`src/rtl/exec_io_pkg.sv`:
```
// Shared types and constants for the board input conditioner.
// Holds the debounce FSM encoding, default timing and instruction field positions.
package exec_io_pkg;

    typedef enum logic [1:0] {
        IDLE         = 2'd0,
        PRESS_WAIT   = 2'd1,
        PRESSED      = 2'd2,
        RELEASE_WAIT = 2'd3
    } btn_state_e;

    localparam int unsigned DEFAULT_DEBOUNCE_CYCLES = 1000000;
    localparam int unsigned DEFAULT_SYNC_STAGES     = 2;

    localparam int unsigned OP_MSB  = 14;
    localparam int unsigned RD_MSB  = 11;
    localparam int unsigned RS_MSB  = 7;
    localparam int unsigned RT_MSB  = 3;
    localparam int unsigned INSTR_W = OP_MSB + 1;

endpackage

```
`src/rtl/btn_debounce.sv`:
```
// Single push-button conditioner: synchroniser, debounce FSM with stability counter.
// 'accept' is high for the one cycle in which a press becomes debounced.
module btn_debounce
    import exec_io_pkg::*;
#(
    parameter int unsigned DEBOUNCE_CYCLES = DEFAULT_DEBOUNCE_CYCLES,
    parameter int unsigned SYNC_STAGES     = DEFAULT_SYNC_STAGES,
    parameter int unsigned CNT_W           = 24
) (
    input  logic clk,
    input  logic reset,
    input  logic btn_raw,
    output logic accept,
    output logic held
);

    localparam logic [CNT_W-1:0] CNT_LAST = CNT_W'(DEBOUNCE_CYCLES - 1);
    localparam logic [CNT_W-1:0] CNT_ONE  = CNT_W'(1);

    logic [SYNC_STAGES-1:0] sync_q;
    logic                   synced;
    btn_state_e             state_q, state_d;
    logic [CNT_W-1:0]       cnt_q, cnt_d;

    assign synced = sync_q[SYNC_STAGES-1];

    always_ff @(posedge clk) begin
        if (reset) begin
            sync_q  <= '0;
            state_q <= IDLE;
            cnt_q   <= '0;
        end else begin
            sync_q  <= {sync_q[SYNC_STAGES-2:0], btn_raw};
            state_q <= state_d;
            cnt_q   <= cnt_d;
        end
    end

    always_comb begin
        state_d = state_q;
        cnt_d   = cnt_q;
        unique case (state_q)
            IDLE: begin
                if (synced) begin
                    state_d = PRESS_WAIT;
                    cnt_d   = CNT_ONE;
                end
            end
            PRESS_WAIT: begin
                if (!synced) begin
                    state_d = IDLE;
                    cnt_d   = '0;
                end else if (cnt_q == CNT_LAST) begin
                    state_d = PRESSED;
                    cnt_d   = '0;
                end else begin
                    cnt_d = cnt_q + CNT_ONE;
                end
            end
            PRESSED: begin
                if (!synced) begin
                    state_d = RELEASE_WAIT;
                    cnt_d   = CNT_ONE;
                end
            end
            RELEASE_WAIT: begin
                if (synced) begin
                    state_d = PRESSED;
                    cnt_d   = '0;
                end else if (cnt_q == CNT_LAST) begin
                    state_d = IDLE;
                    cnt_d   = '0;
                end else begin
                    cnt_d = cnt_q + CNT_ONE;
                end
            end
            default: begin
                state_d = IDLE;
                cnt_d   = '0;
            end
        endcase
    end

    always_comb begin
        accept = (state_q == PRESS_WAIT) && synced && (cnt_q == CNT_LAST);
        held   = (state_q == PRESSED) || (state_q == RELEASE_WAIT);
    end

endmodule

```
`src/rtl/exec_input_conditioner.sv`:
```
// Board front end: synchronises switches, debounces exec/reset buttons, emits one-cycle
// strobes and latches the instruction word when an exec press is accepted.
module exec_input_conditioner
    import exec_io_pkg::*;
#(
    parameter int unsigned DEBOUNCE_CYCLES = DEFAULT_DEBOUNCE_CYCLES,
    parameter int unsigned SYNC_STAGES     = DEFAULT_SYNC_STAGES,
    parameter int unsigned CNT_W           = 24
) (
    input  logic               clk,
    input  logic               reset,
    input  logic [15:0]        sw_raw,
    input  logic               btn_exec_raw,
    input  logic               btn_reset_raw,
    output logic [OP_MSB:0]    instr,
    output logic               hi_sel,
    output logic               exec_pulse,
    output logic               reset_pulse,
    output logic               exec_held
);

    logic [15:0] sw_sync_q [SYNC_STAGES];
    logic [15:0] sw_synced;
    logic        exec_accept;
    logic        reset_accept;
    logic        reset_held;
    logic        exec_fire;

    always_ff @(posedge clk) begin
        if (reset) begin
            for (int i = 0; i < SYNC_STAGES; i++) begin
                sw_sync_q[i] <= '0;
            end
        end else begin
            sw_sync_q[0] <= sw_raw;
            for (int i = 1; i < SYNC_STAGES; i++) begin
                sw_sync_q[i] <= sw_sync_q[i-1];
            end
        end
    end

    assign sw_synced = sw_sync_q[SYNC_STAGES-1];
    assign hi_sel    = sw_synced[15];

    btn_debounce #(
        .DEBOUNCE_CYCLES (DEBOUNCE_CYCLES),
        .SYNC_STAGES     (SYNC_STAGES),
        .CNT_W           (CNT_W)
    ) u_exec_db (
        .clk     (clk),
        .reset   (reset),
        .btn_raw (btn_exec_raw),
        .accept  (exec_accept),
        .held    (exec_held)
    );

    btn_debounce #(
        .DEBOUNCE_CYCLES (DEBOUNCE_CYCLES),
        .SYNC_STAGES     (SYNC_STAGES),
        .CNT_W           (CNT_W)
    ) u_reset_db (
        .clk     (clk),
        .reset   (reset),
        .btn_raw (btn_reset_raw),
        .accept  (reset_accept),
        .held    (reset_held)
    );

    // Reset button wins: an exec accepted alongside or during a held reset is swallowed.
    assign exec_fire = exec_accept && !reset_accept && !reset_held;

    always_ff @(posedge clk) begin
        if (reset) begin
            exec_pulse  <= 1'b0;
            reset_pulse <= 1'b0;
            instr       <= '0;
        end else begin
            exec_pulse  <= exec_fire;
            reset_pulse <= reset_accept;
            if (reset_accept) begin
                instr <= '0;
            end else if (exec_fire) begin
                instr <= sw_synced[OP_MSB:0];
            end
        end
    end

endmodule
```
`config.mk`:
```
export PLATFORM = sky130hd
export DESIGN_NAME = exec_input_conditioner
export DESIGN_NICKNAME = d
export VERILOG_FILES = /design/src/rtl/exec_io_pkg.sv /design/src/rtl/btn_debounce.sv /design/src/rtl/exec_input_conditioner.sv
export SDC_FILE = /design/constraint.sdc
export NUM_CORES = 1
export LEC_CHECK = 0
export BUFFER_PORTS_ARGS = -buffer_cell sky130_fd_sc_hd__buf_2
export CORE_UTILIZATION = 40
export DETAILED_ROUTE_END_ITERATION = 8
export GPL_TIMING_DRIVEN = 0
export PLACE_DENSITY = 0.56
export REMOVE_ABC_BUFFERS = 1
export SLEW_MARGIN = 10
export SYNTH_ARGS = -nofsm -noshare
export SYNTH_HDL_FRONTEND = slang
export SYNTH_SLANG_ARGS = --single-unit
```
`constraint.sdc`:
```
create_clock -name clk -period 2.7 [get_ports clk]
set_input_delay 0.135 -clock clk [delete_from_list [all_inputs] [get_ports clk]]
set_output_delay 0.135 -clock clk [all_outputs]
set_load 0.03 [all_outputs]
```
# Yosys cells after proc, flatten, opt, wreduce, memory -nomap -nowiden
# Memory sizes are Yosys's and may differ from the RTL's.
# Cells that the tools add are included.
dict set report word_totals {
  register_bits 73
  mem_bits_rw 32
  output_inout_bits 19
  word_cells 78
  n_memories 1
}
dict set report classes {
  addsub 2
  n_eq_ne 16
  mux 31
  bitwise 2
  n_reduce_logical 17
}
# name depth word_bits rd rd_ports_with_merged_regs write_ports line_no
set memory_table {}
lappend memory_table {sw_sync_q 2 16 2 0 2 exec_input_conditioner.sv:22} ;# logic [15:0] sw_sync_q [SYNC_STAGES];
# cell n
set ops {}
lappend ops {{two-way mux 24 bit} 10}
lappend ops {{case mux 24 bit (4 select lines)} 2}
lappend ops {{adder 24 x 1 -> 24 bit, second input constant} 2}
lappend ops {{equality test 24 x 20 -> 1 bit, second input constant} 2}
lappend ops {{two-way mux 16 bit} 2}
lappend ops {{two-way mux 2 bit} 12}
lappend ops {{case mux 2 bit (4 select lines)} 2}
lappend ops {{equality test 2 bit, second input constant} 4}
lappend ops {{AND reduction 4 bit} 2}
lappend ops {{logical AND 1 bit} 6}
lappend ops {{!= test 3 x 1 -> 1 bit, second input constant} 2}
lappend ops {{!= test 3 bit, second input constant} 2}
lappend ops {{equality test 2 x 1 -> 1 bit, second input constant} 2}
lappend ops {{zero test 2 bit} 2}
lappend ops {{!= test 2 x 1 -> 1 bit, second input constant} 2}
lappend ops {{!= test 2 bit, second input constant} 2}
lappend ops {{AND reduction 2 bit} 2}
lappend ops {{two-way mux 1 bit} 3}
lappend ops {{zero test 1 bit} 2}
lappend ops {{logical OR 1 bit} 2}
lappend ops {{bitwise OR 1 bit} 2}
lappend ops {{OR reduction 2 bit} 1}

# Depth between registers and ports, before layout
dict set report logic_depth {
  depth_word 6
  mapped_depth 7
  ltp_nobuf 6
}

# Hierarchy
# From an unflattened synthesis, not the netlist that was laid out.
dict set report unflattened {
  hier_cells 487
  area_unflattened_um2 4411.7
}
# module n_inst cells_each area_per_inst_um2 seq_area_each_um2
set by_module_without_submodules {}
lappend by_module_without_submodules {btn_debounce 2 174 1460.2 560.5}
lappend by_module_without_submodules {exec_input_conditioner 1 139 1491.4 980.9}

# Least setup slack after synthesis
# No wires, ideal clock.
dict set report synth_path {
  path_type {register -> register}
  from {reg u_exec_db.cnt_q[11]}
  to {reg u_exec_db.cnt_q[17]}
  setup_time_ns 0.125
  arrival_ns 1.929
  t_required_ns 2.575
  slack_ns 0.645
  path_stages_with_launch 8
  n_path_buf 2
  period_less_slack_ns 2.055
  cell_sequence {dfxtp_1 > buf_2 > or4b_4 > nor4_4 > a211oi_2 > buf_2 > a22oi_1 > o31ai_1}
}
dict set report synth_via {
  elab_chain_cells 4
}
# item line_no
set synth_rtl {}
lappend synth_rtl {{from (decl)} btn_debounce.sv:23} ;# logic [CNT_W-1:0] cnt_q, cnt_d;
lappend synth_rtl {{from (signal assigned)} btn_debounce.sv:35} ;# cnt_q <= cnt_d;
lappend synth_rtl {{adder 24 x 1 -> 24 bit or equality test 24 x 20 -> 1 bit (tied branches)} n/a}
lappend synth_rtl {{two-way mux 24 bit *} {btn_debounce.sv:53, btn_debounce.sv:70}}
lappend synth_rtl {{two-way mux 24 bit, on equally long branches} {btn_debounce.sv:67, btn_debounce.sv:50}}
lappend synth_rtl {{case mux 24 bit (4 select lines) *} btn_debounce.sv:42} ;# unique case (state_q)
# Mark *: on every way between the ends. The rest lies on a longest branch, timed or not.
# A chain may end at the register's enable or synchronous reset.

# Worst setup path in the final report
dict set report layout_path {
  from {reg u_reset_db.cnt_q[0]}
  to {reg u_reset_db.cnt_q[7]}
}
dict set report layout_via {
  elab_chain_cells 4
}
# item line_no
set layout_rtl {}
lappend layout_rtl {{from (decl)} btn_debounce.sv:23}
lappend layout_rtl {{from (signal assigned)} btn_debounce.sv:35}
lappend layout_rtl {{adder 24 x 1 -> 24 bit or equality test 24 x 20 -> 1 bit (tied branches)} n/a}
lappend layout_rtl {{two-way mux 24 bit *} {btn_debounce.sv:53, btn_debounce.sv:70}}
lappend layout_rtl {{two-way mux 24 bit, on equally long branches} {btn_debounce.sv:67, btn_debounce.sv:50}}
lappend layout_rtl {{case mux 24 bit (4 select lines) *} btn_debounce.sv:42}
# Marked as above.

==> results.cfg <==
[outcome]
status = complete, no violations

[synth]
postSynthRegisterBits = 105
mappedNetlistArea_mm2 = 0.00436
yosysWarnings = 0
synth.distinct_cells = 49
synth_top_area_share_pct = 48.2
leading_cell_types_by_total_area_after_synthesis = dfxtp_1, nor2b_1, mux2i_1
yosysTopAreaCell = dfxtp_1
most_used_dff_post_synth = dfxtp_1
synth-edff-count = 0
synth.avg_cell_area_um2 = 9.08
ys_seq_area_share_pct = 48.2
asyncSetResetFlopFracSynth_pct = 0
postSynthCellCount = 480

[final_layout]
mostFrequentLayoutCell = dfxtp_1
post_route_cells_drive_above_1_share_pct = 12.3
mostFrequentLayoutCells = dfxtp_1, nor2b_1, buf_2, nand2_1, a21oi_1
syn2layout_area_growth_pct = 14.9
antennaDiodeCount = 0
count_of_placed_standard_cells_in_the_final_layout_fillers_left_out = 663
nNetsFinal = 544

[timing]
clock_skew_ns = 0.00873
setup_viol = 0
slew_viol_final = 0
hold_viol = 0
setup_repair_after_global_routing_missed_its_margin = false
finalCritPeriodShare_pct = 87.6
worstMarginPinSlew_ns = 0.982
max_slew_margin_pct = 34.5
min_period_ns = 2.37
max_freq_mhz = 423

[clock_network]
cts_buffers = 9
clock_latency_ns = 0.37
cts_tree = yes
htreeDepth = 3
cts.repair_timing.setup_buffer_count = 0
clock_tree_sinks = 105
clk_path_buf_depth = 2
cts_root_buffer = clkbuf_8
cts.clk_slew.worst_paths_ns = 0.09

[pwr]
p_sw_share_pct = 24.2
seq_power_share_pct = 60.8
post-layout-total-power_mw = 2.61
net-switching-power_mw = 0.632
p_leak_nw = 1.95
intPower_mw = 1.98
power.combinational.fraction_pct = 4.6
clock_power_share_pct = 34.6
cellPowerDensity_mw_per_mm2 = 522
vdd_drop_max_mv = 0.291

[setup_path]
critical_path.max_fanout = 19
cp.depth = 7
cp_data_arrival_time_ns = 2.66
critical-path-max-stage-delay_ns = 0.64
worstRegToRegCells = 7
worstSetupStartpointType = flip-flop
top_cell_family_by_delay_on_the_critical_path = compound AO/OA/AOI/OAI gates
criticalPathCategory = reg -> reg
critical_path_required_ns = 2.99
critical_path.cell_chain = ha_1, nand3_1, and4bb_2, a211oi_4, buf_8, a21oi_1, o22ai_1
cp-end-kind = flip-flop
worstPathBufferInverterCount = 1
critical_path.slowest_cell = a211oi_4

[global_route]
wire_length_of_the_first_global_routing_pass_um = 15100
grt.overflow.total = 0
grt_start_max_net_pins = 52
grt_pass1_vias = 3221
grt_antenna_before_repair = 0
globalRouteTotalUtil_pct = 16.7

[placed_design]
port_buffers = 38
place.detailed.instances = 629
hpwl_um = 5980
gp_congestion = 0.784

[flow_run]
timing.max_cap.violations = 0

[die]
chipWidth_um = 106
die_height_um = 106
floorplan.die_area_mm2 = 0.0113
placementRows = 37
num_io_pins = 39
start_util_pct = 41.7
placeableCoreArea_mm2 = 0.0105

[hold_path]
hold_path.class = in -> reg
timing.hold.worst_path_depth = 2

[routing]
route.detailed.drc = 0
wirelength_um = 9040
via_count = 3529
detail_route.first_pass.iterations = 4
route.detailed.wl_per_inst_um = 13.6
viasPerCell = 5.32
drtAntennaViolNets = 0
detail_route.iter0.violations = 143
per-layer routing:
| metal | global-route usage [%] | share of wire [%] |
|---|---|---|
| met5 | 0 | 0 |
| met4 | 5.65 | 1.2 |
| met3 | 4.78 | 3.2 |
| met2 | 27.9 | 48 |
| met1 | 20.5 | 47 |
what timing repair did:
item                       CTS  global route
hold endpoints to repair    18             0
gates resized for setup      0             0
hold buffers                18             0
setup endpoints to repair    0             0
metrics by stage:
stage	area (um2)	worst slack, ns	TNS, ns	util (%)	hold slack, ns
after floorplan	4230	0.156	0	-	0.207
after global routing	5010	0.147	0	47.8	0.434
after CTS	5010	0.292	0	47.8	0.421
after detailed placement	4650	0.327	0	44.4	0.351
final	5010	0.334	0	47.8	0.413
after global placement	4590	-0.443	-11.87	43.9	0.344
Yosys cell counts, types with 2 or more instances:
cell / n
nand3_1: 23
and3_1: 5
or3_1: 3
buf_2: 6
a211oi_2: 2
mux2i_1: 24
o211ai_1: 2
nand2_1: 37
a21oi_1: 35
nor2b_1: 39
and4_1: 5
dfxtp_1: 105
nand2b_1: 8
clkbuf_1: 16
o21ai_0: 15
a21o_1: 3
buf_6: 2
nor4_1: 5
xnor2_1: 2
nor2_1: 34
a22oi_1: 5
a41oi_1: 2
a31oi_1: 21
inv_1: 11
o21a_1: 4
o31ai_1: 4
ha_1: 2
nor3b_1: 3
a21boi_0: 2
or4_1: 3
nand4_1: 19
nor4_4: 2
buf_1: 2
xor2_1: 3
nor4b_1: 2
nor3_1: 11
sequential cells by signal (all words and copies together) (netlist names), named ones only:
signal              cells
exec_pulse              1
u_exec_db.state_q       1
u_reset_db.cnt_q       24
u_exec_db.sync_q        2
u_reset_db.sync_q       2
reset_pulse             1
u_exec_db.cnt_q        24
u_reset_db.state_q      1
sw_sync_q              32
instr                  15
cell families after synthesis:
logic type | share of synthesized area (%)
AO/OA/AOI/OAI | 14.1
buffers and inverters | 3.82
multiplexers | 5.51
flip-flops | 48.2
XOR/XNOR | 1.01
adder cells (fa/ha/maj) | 0.574
AND/OR/NAND/NOR | 26.7
worst paths after layout:
check / from / to / slack [ns]
worst max-delay path: u_reset_db.cnt_q[0] / u_reset_db.cnt_q[7] / 0.33
worst min-delay path: reset / sw_sync_q[0][17] / 0.41
worst max register to register: u_reset_db.cnt_q[0] / u_reset_db.cnt_q[7] / 0.33
worst min register to register: sw_sync_q[0][12] / sw_sync_q[0][28] / 0.44
power groups by stage:
stage	Combinational (mW)	Clock, mW	Sequential (mW)
CTS	0.120	0.941	1.59
detailed placement	0.0995	0	1.63
global placement	0.0952	0	1.62
global route	0.132	1.01	1.59
floorplan	0.0541	0	1.62
finish	0.119	0.904	1.59
layout make-up:
class / instances / area, um2
Fill cell: 1059 / 5460
Multi-Input combinational cell: 337 / 2110
Sequential cell: 105 / 2100
Timing Repair Buffer: 58 / 400
Tap cell: 136 / 170
Clock buffer: 10 / 128
Clock inverter: 6 / 50.0
Inverter: 11 / 41.3
Note: power is estimated with default switching activity, not from simulation.
